## src/rtl/mips_ctrl_pkg.sv

```systemverilog
// rtl/mips_ctrl_pkg.sv - shared states, opcode/funct constants and control word for the multicycle MIPS controller
package mips_ctrl_pkg;

  typedef enum logic [3:0] {
    S_FETCH    = 4'd0,
    S_DECODE   = 4'd1,
    S_EXEC_R   = 4'd2,
    S_R_WB     = 4'd3,
    S_MEM_ADDR = 4'd4,
    S_MEM_RD   = 4'd5,
    S_LW_WB    = 4'd6,
    S_MEM_WR   = 4'd7,
    S_BRANCH   = 4'd8,
    S_EXEC_I   = 4'd9,
    S_I_WB     = 4'd10
  } state_e;

  localparam logic [5:0] OP_OTHER0 = 6'h00;
  localparam logic [5:0] OP_LW     = 6'h23;
  localparam logic [5:0] OP_SW     = 6'h2B;
  localparam logic [5:0] OP_BEQ    = 6'h04;
  localparam logic [5:0] OP_ADDI   = 6'h08;

  localparam logic [5:0] OP0_NOP = 6'h00;
  localparam logic [5:0] OP0_ADD = 6'h20;
  localparam logic [5:0] OP0_SUB = 6'h22;
  localparam logic [5:0] OP0_AND = 6'h24;
  localparam logic [5:0] OP0_OR  = 6'h25;
  localparam logic [5:0] OP0_SLT = 6'h2A;

  localparam logic [2:0] ALU_ADD = 3'd0;
  localparam logic [2:0] ALU_SUB = 3'd1;
  localparam logic [2:0] ALU_AND = 3'd2;
  localparam logic [2:0] ALU_OR  = 3'd3;
  localparam logic [2:0] ALU_SLT = 3'd4;

  localparam logic [1:0] SRCB_RT     = 2'b00;
  localparam logic [1:0] SRCB_FOUR   = 2'b01;
  localparam logic [1:0] SRCB_IMM    = 2'b10;
  localparam logic [1:0] SRCB_IMM_S2 = 2'b11;

  typedef struct packed {
    logic       pc_en;
    logic       pc_source;
    logic       ir_write;
    logic       i_or_d;
    logic       mem_read;
    logic       mem_write;
    logic       mem_to_reg;
    logic       reg_dst;
    logic       reg_write;
    logic       alu_src_a;
    logic [1:0] alu_src_b;
    logic [2:0] alu_op;
    logic       illegal;
  } ctrl_t;

endpackage

```

## src/rtl/mips_ctrl_outdec.sv

```systemverilog
// rtl/mips_ctrl_outdec.sv - combinational state/opcode/funct to control word decode; MC_ADDI_EN adds ADDI states
module mips_ctrl_outdec
  import mips_ctrl_pkg::*;
(
  input  logic [3:0] state_i,
  input  logic [5:0] opcode_i,
  input  logic [5:0] funct_i,
  output ctrl_t      ctrl_o
);

  always_comb begin
    ctrl_o           = '0;
    ctrl_o.alu_op    = ALU_ADD;
    ctrl_o.alu_src_b = SRCB_RT;
    case (state_i)
      S_FETCH: begin
        ctrl_o.pc_en     = 1'b1;
        ctrl_o.ir_write  = 1'b1;
        ctrl_o.mem_read  = 1'b1;
        ctrl_o.alu_src_b = SRCB_FOUR;
      end
      S_DECODE: begin
        ctrl_o.alu_src_b = SRCB_IMM_S2;
        case (opcode_i)
          OP_OTHER0, OP_LW, OP_SW, OP_BEQ: ctrl_o.illegal = 1'b0;
`ifdef MC_ADDI_EN
          OP_ADDI:                         ctrl_o.illegal = 1'b0;
`endif
          default:                         ctrl_o.illegal = 1'b1;
        endcase
      end
      S_EXEC_R: begin
        ctrl_o.alu_src_a = 1'b1;
        case (funct_i)
          OP0_NOP, OP0_ADD: ctrl_o.alu_op  = ALU_ADD;
          OP0_SUB:          ctrl_o.alu_op  = ALU_SUB;
          OP0_AND:          ctrl_o.alu_op  = ALU_AND;
          OP0_OR:           ctrl_o.alu_op  = ALU_OR;
          OP0_SLT:          ctrl_o.alu_op  = ALU_SLT;
          default:          ctrl_o.illegal = 1'b1;
        endcase
      end
      // IR is not rewritten until the next fetch, so funct still identifies a nop here
      S_R_WB: begin
        ctrl_o.reg_dst   = 1'b1;
        ctrl_o.reg_write = (funct_i != OP0_NOP);
      end
      S_MEM_ADDR: begin
        ctrl_o.alu_src_a = 1'b1;
        ctrl_o.alu_src_b = SRCB_IMM;
      end
      S_MEM_RD: begin
        ctrl_o.i_or_d   = 1'b1;
        ctrl_o.mem_read = 1'b1;
      end
      S_LW_WB: begin
        ctrl_o.mem_to_reg = 1'b1;
        ctrl_o.reg_write  = 1'b1;
      end
      S_MEM_WR: begin
        ctrl_o.i_or_d    = 1'b1;
        ctrl_o.mem_write = 1'b1;
      end
      S_BRANCH: begin
        ctrl_o.alu_src_a = 1'b1;
        ctrl_o.alu_op    = ALU_SUB;
        ctrl_o.pc_source = 1'b1;
        ctrl_o.pc_en     = 1'b1;
      end
`ifdef MC_ADDI_EN
      S_EXEC_I: begin
        ctrl_o.alu_src_a = 1'b1;
        ctrl_o.alu_src_b = SRCB_IMM;
      end
      S_I_WB: begin
        ctrl_o.reg_write = 1'b1;
      end
`endif
      default: ctrl_o.illegal = 1'b0;
    endcase
  end

endmodule

```

## src/rtl/mips_multicycle_ctrl.sv

```systemverilog
// rtl/mips_multicycle_ctrl.sv - multicycle MIPS control FSM and retired counter; MC_ADDI_EN enables ADDI
module mips_multicycle_ctrl
  import mips_ctrl_pkg::*;
#(
  parameter int CNT_WIDTH = 32
) (
  input  logic                 clk,
  input  logic                 reset,
  input  logic [5:0]           opcode,
  input  logic [5:0]           funct,
  input  logic                 zero,
  input  logic                 mem_ready,
  output logic                 pc_en,
  output logic                 pc_source,
  output logic                 ir_write,
  output logic                 i_or_d,
  output logic                 mem_read,
  output logic                 mem_write,
  output logic                 mem_to_reg,
  output logic                 reg_dst,
  output logic                 reg_write,
  output logic                 alu_src_a,
  output logic [1:0]           alu_src_b,
  output logic [2:0]           alu_op,
  output logic                 illegal,
  output logic [CNT_WIDTH-1:0] retired,
  output logic [3:0]           state
);

  state_e               state_q, state_d;
  logic [CNT_WIDTH-1:0] retired_q, retired_d;
  logic                 retire;
  logic                 run;
  ctrl_t                cw;

  mips_ctrl_outdec u_outdec (
    .state_i  (state_q),
    .opcode_i (opcode),
    .funct_i  (funct),
    .ctrl_o   (cw)
  );

  always_ff @(posedge clk) begin
    if (reset) begin
      state_q   <= S_FETCH;
      retired_q <= '0;
    end else begin
      state_q   <= state_d;
      retired_q <= retired_d;
    end
  end

  always_comb begin
    state_d = S_FETCH;
    retire  = 1'b0;
    case (state_q)
      S_FETCH: state_d = mem_ready ? S_DECODE : S_FETCH;
      S_DECODE: begin
        case (opcode)
          OP_OTHER0:    state_d = S_EXEC_R;
          OP_LW, OP_SW: state_d = S_MEM_ADDR;
          OP_BEQ:       state_d = S_BRANCH;
`ifdef MC_ADDI_EN
          OP_ADDI:      state_d = S_EXEC_I;
`endif
          default:      state_d = S_FETCH;
        endcase
      end
      S_EXEC_R:   state_d = cw.illegal ? S_FETCH : S_R_WB;
      S_R_WB:     retire  = 1'b1;
      S_MEM_ADDR: state_d = (opcode == OP_SW) ? S_MEM_WR : S_MEM_RD;
      S_MEM_RD:   state_d = mem_ready ? S_LW_WB : S_MEM_RD;
      S_LW_WB:    retire  = 1'b1;
      S_MEM_WR: begin
        state_d = mem_ready ? S_FETCH : S_MEM_WR;
        retire  = mem_ready;
      end
      S_BRANCH:   retire  = 1'b1;
`ifdef MC_ADDI_EN
      S_EXEC_I:   state_d = S_I_WB;
      S_I_WB:     retire  = 1'b1;
`endif
      default:    state_d = S_FETCH;
    endcase
    retired_d = retired_q + CNT_WIDTH'(retire);
  end

  // Strobes are held off while reset is high so nothing is written during recovery
  assign run        = ~reset;
  assign pc_en      = run & cw.pc_en & ((state_q == S_FETCH) ? mem_ready : zero);
  assign ir_write   = run & cw.ir_write & mem_ready;
  assign mem_read   = run & cw.mem_read;
  assign mem_write  = run & cw.mem_write;
  assign reg_write  = run & cw.reg_write;
  assign illegal    = run & cw.illegal;
  assign pc_source  = cw.pc_source;
  assign i_or_d     = cw.i_or_d;
  assign mem_to_reg = cw.mem_to_reg;
  assign reg_dst    = cw.reg_dst;
  assign alu_src_a  = cw.alu_src_a;
  assign alu_src_b  = cw.alu_src_b;
  assign alu_op     = cw.alu_op;
  assign retired    = retired_q;
  assign state      = state_q;

endmodule

```

## config.mk

```make
export PLATFORM = sky130hd
export DESIGN_NAME = mips_multicycle_ctrl
export DESIGN_NICKNAME = d
export VERILOG_FILES = /design/src/rtl/mips_ctrl_pkg.sv /design/src/rtl/mips_ctrl_outdec.sv /design/src/rtl/mips_multicycle_ctrl.sv
export SDC_FILE = /design/constraint.sdc
export NUM_CORES = 1
export LEC_CHECK = 0
export ABC_AREA = 1
export CAP_MARGIN = 5
export CORE_MARGIN = 2
export CORE_UTILIZATION = 48
export CTS_CLUSTER_SIZE = 12
export DETAILED_ROUTE_END_ITERATION = 8
export PLACE_DENSITY = 0.86
export SLEW_MARGIN = 20
export SYNTH_ARGS = -nofsm -noshare
export SYNTH_HDL_FRONTEND = slang
export SYNTH_HIERARCHICAL = 1
export SYNTH_SLANG_ARGS = --single-unit
```

## constraint.sdc

```tcl
create_clock -name clk -period 2.4 [get_ports clk]
set_input_delay 0.48 -clock clk [delete_from_list [all_inputs] [get_ports clk]]
set_output_delay 0.48 -clock clk [all_outputs]
set_load 0.05 [all_outputs]
```

==> metrics.md, run 1 <==
| Metric | Value |
|---|---|
| FF+latch area | `723 um2` |
| Vias in the first global route | `around 2,500` |
| Routed wl met2 | `3.32 mm` |
| H-tree levels | `2` |
| DR WL met3 | `447 um` |
| Number of port buffers | `67` |
| Min-delay worst type | `reg -> reg` |
| Multi-input gate area | `1440 um2` |
| Skew-Pair Late Insertion Delay | `0.30 ns` |
| DIE HEIGHT | `74.2 um` |
| Reg2Reg Setup Slack | `roughly 0.21 ns` |
| Yosys warning total | `6` |
| Fin area | `3340 um2` |
| Post-DP HPWL | `5.26 mm` |
| Wire length on met1 | `between 2 and 3 mm` |
| Clk sinks | `36` |
| Synth unique cells | `27` |
| Uppermost layer routed | `met4` |
| R2R depth | `14` |
| P_int | `0.000968 W` |
| Via-per-instance ratio | `5.08` |
| Clk root buf | `clkbuf_8` |
| Syn_area_per_cell | `~6 um2` |
| Setup Viol. Count Final | `0` |
| Cell Count, Final, Fillers Out | `545` |
| Final min period | `~2.4 ns` |
| First-iteration detailed-routing DRC count | `150` |
| Setup ws final | `around 0.043 ns` |
| PD cells | `382 nW/um2` |
| Worst hold slack | `around 0.49 ns` |
| Seq/Total Area, Yosys | `30.5%` |
| Full die area | `around 5500 um2` |
| Clock slew at reported path FFs | `0.07 ns` |
| # diodes | `0` |
| Critical Path, Cell by Cell | `inv_1, nand2_2, nor2_2, clkdlybuf4s50_1` |
| Post-Syn Nets | `420` |
| Worst setup SP type | `flip-flop` |
| Crit end category | `primary output` |
| Max-slew violation count | `0` |
| Comb power frac | `about 11%` |
| Initial antenna violation count | `0` |
| Clk pwr share | `between 40% and 50%` |
| Core ar. | `around 4700 um2` |
| Final net count | `495` |
| Post-CTS Hold Buffers | `0` |
| Setup WS pre-CTS | `-0.0186 ns` |
| Placed inst area | `3230 um2` |
| Slew HR | `63.6%` |
| Hold Path Sink | `retired[29]` |
| Sw frac | `24.1%` |
| Fill cell count | `about 400` |
| Max rail drop VDD | `0.225 mV` |
| Critical path arrival | `1.88 ns` |
| Total Routing Usage GR | `25.2%` |
| Global-route wire length before repair | `~11 mm` |
| Worst r2r dst | `retired[22]` |
| Area Growth Syn to Fin | `41.1%` |
| WHS Path Cells | `2` |
| Io pins | `a little under 70` |
| Share of cells above drive strength 1 | `a little under an eighth` |
| Crit-path max FO | `6` |
| CP Class | `reg -> out` |
| Routed Antenna Nets | `0` |
| Detailed Route WL | `about 6.7 mm` |
| Clk buf depth | `2` |
| # placed instances | `537` |
| WL per Instance | `12.3 um` |
| Max_cap viols | `0` |
| Worst reg2reg startpoint | `state[1]` |
| RD Place Congestion | `0.873` |
| Unrepaired setup endpoints after global routing | `false` |
| CP max stage cell | `clkdlybuf4s50_1` |
| Layout Skew | `0.00822 ns` |
| Largest net degree at the start of global routing | `21` |
| Initial Util | `50.1%` |
| CP required | `1.92 ns` |
| Vias | `2,769` |
| Mapped cell area | `2370 um2` |
| Leakage Power | `~1.3 nW` |
| Fmax | `424 MHz` |
| Cells after Synth | `402` |
| Overflow after GRT | `0` |
| Fin crit share | `98.2%` |
| Pre-antenna DRT Iters | `7` |
| Outcome | `finished, final reports clean` |
| Slew @ Worst Pin | `0.545 ns` |
| TritonCTS Buffers | `5` |
| Launch point of the worst hold path | `retired[29]` |
| Number of remaining DRC errors | `0` |
| Die Width | `74.2 um` |
| Sequential Power Share | `47.2%` |
| Switching power | `between 0.0003 and 0.0004 W` |
| Final total power | `0.00128 W` |
| #FFs+latches synth | `36` |
| CP max stage delay | `0.85 ns` |
| CTS tree | `yes` |
| Fin. Hold Viols | `0` |
| Num rows | `25` |
power by group through the flow:
stage | Combinational [W] | Sequential (W) | Clock (W)
after global placement | 0.000137 | 0.000615 | 0
after floorplan | 0.0000665 | 0.000619 | 0
after CTS | 0.000140 | 0.000602 | 0.000529
after detailed placement | 0.000139 | 0.000615 | 0
after global routing | 0.000152 | 0.000602 | 0.000556
final | 0.000141 | 0.000602 | 0.000532
flip-flops by register name, summed over array words and instances, names as in the netlist:
name	flops
state	4
retired	32
cell families (layout without fill, tap and decap cells):
kind of cell | count (synthesis) | count (layout) | share of synthesized area [%]
flip-flops | 36 | 36 | 30.5
AO/OA/AOI/OAI | 29 | 29 | 6.66
adder cells (fa/ha/maj) | 2 | 2 | 1.06
buffers and inverters | 57 | 133 | 9.10
XOR/XNOR | 7 | 7 | 2.59
AND/OR/NAND/NOR | 271 | 271 | 50.1
cells in the final DEF (no fill, tap or decap), types with 3 or more instances in the layout:
| cell | synthesis | routed |
|---|---|---|
| nand2_1 | 116 | 116 |
| nor2_1 | 97 | 93 |
| clkdlybuf4s50_1 | 0 | 53 |
| inv_1 | 50 | 50 |
| dfxtp_1 | 36 | 34 |
| nand3_1 | 28 | 28 |
| a21oi_1 | 16 | 16 |
| nor2_2 | 6 | 10 |
| buf_4 | 0 | 10 |
| buf_12 | 0 | 9 |
| nand2_2 | 6 | 6 |
| nor2_4 | 6 | 6 |
| nand4_1 | 6 | 6 |
| o21ai_0 | 5 | 5 |
| xor2_1 | 5 | 5 |
| clkbuf_8 | 0 | 5 |
| inv_2 | 3 | 3 |
cells in the mapped netlist, drive strengths merged:
cell    instances  area, um2
a21oi          16       80.1
a31oi           2       12.5
buf             1       5.00
clkbuf          3       11.3
dfxtp          36        721
ha              2       25.0
inv            53        199
nand2         122        473
nand3          29        158
nand4           6       37.5
nor2          110        489
nor3            2       10.0
nor3b           1       12.5
o211ai          1       7.51
o21a            2       15.0
o21ai           7       35.0
o31ai           1       7.51
or2             1       6.26
xnor2           2       17.5
xor2            5       43.8
how the worst max path moves through the flow:
stage	from	end
6_report	state[2]	reg_dst
5_1_grt	state[1]	reg_dst
2_1_floorplan	state[2]	retired[14]
3_3_place_gp	mem_ready	retired[22]
3_5_place_dp	mem_ready	retired[26]
4_1_cts	state[2]	reg_dst
metal layers:
metal	global-route usage, %	vias up
li1	-	1395
met1	30.7	1242
met2	44.4	111
met3	4.47	21
met4	9.33	0
met5	0	-
stage by stage:
step	setup TNS, ns	util [%]
after floorplan	0	-
after global placement	0	68.4
after detailed placement	-0.0395	68.4
after CTS	0	70.6
after global routing	0	70.7
final	0	70.7
critical path: cells and delay by family, from the launching register on:
kind                   cells  cell delay (ns)
buffers and inverters      2             0.96
flip-flops                 1             0.36
AND/OR/NAND/NOR            2             0.25
cell type report:
cell class                 instances  share of cell area (%)
clock buffer                       6                    2.17
clock inverter                     2                    1.05
inverter                          53                    5.96
multi-input combinational        309                    43.1
sequential                        36                    21.7
tap                               67                    2.51
timing repair buffer              72                    23.5
repair_timing:
action	4_1_cts	5_1_grt
buffers inserted	0	0
resized for setup	0	1
endpoints found under the setup margin	0	1
Power figures use the tool's default switching activity.
==> run 2, diff against run 1 <==
- CORE_UTILIZATION: 48 -> 47
- SYNTH_HIERARCHICAL: 1 -> not set
==> run 2 against run 1 <==
Compared with the run above:
- sequential power hardly changed
- via count is 5.3% lower
- fmax is 3.3% higher
- highest routed layer unchanged
==> metrics.md, run 2 <==
| Metric | Value |
|---|---|
| Clk root buf | `clkbuf_8` |
| Seq/Total Area, Yosys | `33.2% (+2.8 points)` |
| Placed inst area | `3100 um2 (-4.0%)` |
| Synth top cells by count | `nand2_1 (91), nor2_1 (76), dfxtp_1 (36), inv_1 (36), a21oi_1 (25)` |
| Final min period | `2.28 ns (-0.0760 ns)` |
| Switching power | `0.000300 W (-2.5%)` |
| WL per Instance | `13.9 um (+13%)` |
| Cells after Synth | `349 (-13%)` |
| Outcome | `finished, final reports clean` |
| Fin crit share | `95.1% (-3.2 points)` |
| Initial antenna violation count | `0 (unchanged)` |
| Vias | `2,623 (-5.3%)` |
| Most used DFF post-synth | `dfxtp_1` |
| Synth unique cells | `28 (+3.7%)` |
| Sw frac | `25.3% (+1.2 points)` |
| Critical Path Start | `state[3]` |
| Overflow after GRT | `0 (unchanged)` |
| Post-synth ARST share | `0% (unchanged)` |
| Yosys warning total | `0 (-6)` |
| Largest net degree at the start of global routing | `21 (unchanged)` |
| First-iteration detailed-routing DRC count | `283 (+89%)` |
| Worst path top cell family by delay | `buffers and inverters` |
| Yosys top cell area share | `33.2% (+2.8 points)` |
| PD cells | `370 nW/um2 (-3.1%)` |
| CP max stage cell | `clkdlybuf4s50_1` |
| Max_cap viols | `0 (unchanged)` |
| Clk buf depth | `2 (unchanged)` |
| Clk pwr share | `38.3% (-3.4 points)` |
| Critical Path, Cell by Cell | `nor2_2, nand2_1, inv_1, clkdlybuf4s50_1` |
| Yosys top cell by area | `dfxtp_1` |
| Share of cells above drive strength 1 | `14.3% (+2.3 points)` |
| Total Routing Usage GR | `26.8% (+1.6 points)` |
| Initial Util | `49.1% (-0.94 points)` |
| Number of remaining DRC errors | `0 (unchanged)` |
| Crit-path max FO | `4 (-2)` |
| Fmax | `438 MHz (+3.3%)` |
| Vias in the first global route | `2,439 (-1.7%)` |
| Area Growth Syn to Fin | `47.8%` |
| Mapped cell area | `2170 um2 (-8.3%)` |
| Slew @ Worst Pin | `0.516 ns (-0.0289 ns)` |
| Setup ws final | `0.119 ns (+0.0760 ns)` |
| Final total power | `0.00119 W (-7.0%)` |
| Critical path arrival | `1.80 ns (-0.08 ns)` |
| Skew-Pair Late Insertion Delay | `0.30 ns (about the same)` |
| Post-Syn Nets | `367 (-13%)` |
| Core ar. | `4410 um2 (-6.5%)` |
| #FFs+latches synth | `36 (unchanged)` |
| Unrepaired setup endpoints after global routing | `false` |
| Syn_area_per_cell | `6.22 um2 (+5.6%)` |
| Max FFs per register | `32 (unchanged)` |
| H-tree levels | `2 (unchanged)` |
| CP max stage delay | `0.80 ns (-0.05 ns)` |
| Clock slew at reported path FFs | `0.07 ns (about the same)` |
| Final net count | `445 (-10%)` |
| Layout Skew | `0.00572 ns (-0.00250 ns)` |
| Max rail drop VDD | `0.285 mV (+27%)` |
| Commonest non-fill, non-tap cell in the layout | `nand2_1` |
| Setup Viol. Count Final | `0 (unchanged)` |
| Most frequent cells in the layout | `nand2_1 (90), nor2_1 (71), clkdlybuf4s50_1 (52)` |
| Number of port buffers | `67 (unchanged)` |
| CP Buf/Inv Count | `2 (unchanged)` |
| Launch point of the worst hold path | `retired[31]` |
| Slew HR | `65.5% (+1.9 points)` |
| Full die area | `5180 um2 (-6.0%)` |
| Max-slew violation count | `0 (unchanged)` |
| Post-DP HPWL | `5.17 mm (-1.7%)` |
| # diodes | `0 (unchanged)` |
| Dominant cell by count in the synthesized netlist | `nand2_1` |
| Main area contributors after synthesis | `dfxtp_1 (33%), nand2_1 (16%), nor2_1 (13%), inv_1 (6.2%), a21oi_1 (5.8%)` |
| Io pins | `68 (unchanged)` |
| Worst reg2reg startpoint | `state[1]` |
| Routed Antenna Nets | `0 (unchanged)` |
| Fin. Hold Viols | `0 (unchanged)` |
| Num rows | `24 (-4.0%)` |
| Via-per-instance ratio | `5.46 (+7.6%)` |
| Clk sinks | `36 (unchanged)` |
| Detailed Route WL | `6.69 mm (-0.12%)` |
| Pre-antenna DRT Iters | `5 (-2)` |
| CP Class | `reg -> out` |
| CP required | `1.92 ns (about the same)` |
| Min-delay worst type | `reg -> reg` |
| Number of synthesized flops with an enable pin | `0 (unchanged)` |
| Sequential Power Share | `50.5% (+3.3 points)` |
| Leakage Power | `1.12 nW (-11%)` |
| DIE HEIGHT | `71.9 um (-3.1%)` |
| Worst hold slack | `0.483 ns (-0.00723 ns)` |
| CTS tree | `yes` |
| Global-route wire length before repair | `11.0 mm (+1.3%)` |
| Worst setup SP type | `flip-flop` |
| Fin area | `3210 um2 (-4.0%)` |
| Die Width | `71.9 um (-3.1%)` |
| TritonCTS Buffers | `5 (unchanged)` |
| Comb power frac | `11.2% (about the same)` |
| Finished Core Util | `72.6% (+1.9 points)` |
| Post-CTS Hold Buffers | `0 (unchanged)` |
| RD Place Congestion | `0.959 (+9.9%)` |
| Setup WS pre-CTS | `0.0211 ns (+0.0397 ns)` |
| Crit end category | `primary output` |
| P_int | `0.000886 W (-8.4%)` |
run 2: final timing paths:
kind | slack, ns | end | depth (start not counted)
setup / recovery | 0.12 | alu_src_b[0] | 4
hold / removal | 0.48 | retired[31] | 2
setup reg to reg | 0.24 | retired[24] | 14
hold reg to reg | 0.48 | retired[31] | 2
run 2: stage by stage:
step | cells | setup TNS (ns)
2_1_floorplan | 349 | -0.170
3_3_place_gp | 472 | 0
3_5_place_dp | 472 | 0
4_1_cts | 480 | 0
5_1_grt | 480 | 0
6_report | 480 | 0
run 2: repair_timing:
action / CTS / global route
setup endpoints to repair: 1 / 6
buffers inserted: 0 / 0
gates resized for setup: 1 / 6
gates cloned: 0 / 0
run 2: logic make-up (layout without fill, tap and decap cells):
group / after synthesis / after routing / share of synthesized area (%)
buffers and inverters: 40 / 119 / 6.92
DFF: 36 / 36 / 33.2
AOI/OAI and AO/OA: 37 / 37 / 8.94
adders and majority gates: 2 / 2 / 1.15
and+or+nand+nor: 229 / 229 / 47.8
xor gates and xnor gates: 5 / 5 / 2.02
run 2: cell type report:
| class | count | area [um2] |
|---|---|---|
| timing repair buffer | 75 | 792 |
| inverter | 36 | 143 |
| fill | 362 | 1210 |
| clock buffer | 8 | 90.1 |
| tap | 52 | 65.1 |
| sequential | 36 | 733 |
| multi-input combinational | 273 | 1380 |
run 2: power by group through the flow:
stage	clock, W	combinational, W	sequential, W
floorplan	0	0.0000605	0.000617
global placement	0	0.000128	0.000613
detailed placement	0	0.000131	0.000613
CTS	0.000453	0.000131	0.000599
global route	0.000478	0.000142	0.000599
finish	0.000454	0.000133	0.000599
run 2: per-layer routing:
metal | wire, um | GRT usage (%)
met1 | 2820 | 35.2
met4 | 124 | 9.64
met5 | 0 | 0
met3 | 529 | 5.14
met2 | 3220 | 44.2
run 2: worst min-delay path: stages (launching register included):
cell	delay (ns)
dfxtp_1	0.33
nand2_1	0.06
a21oi_1	0.05
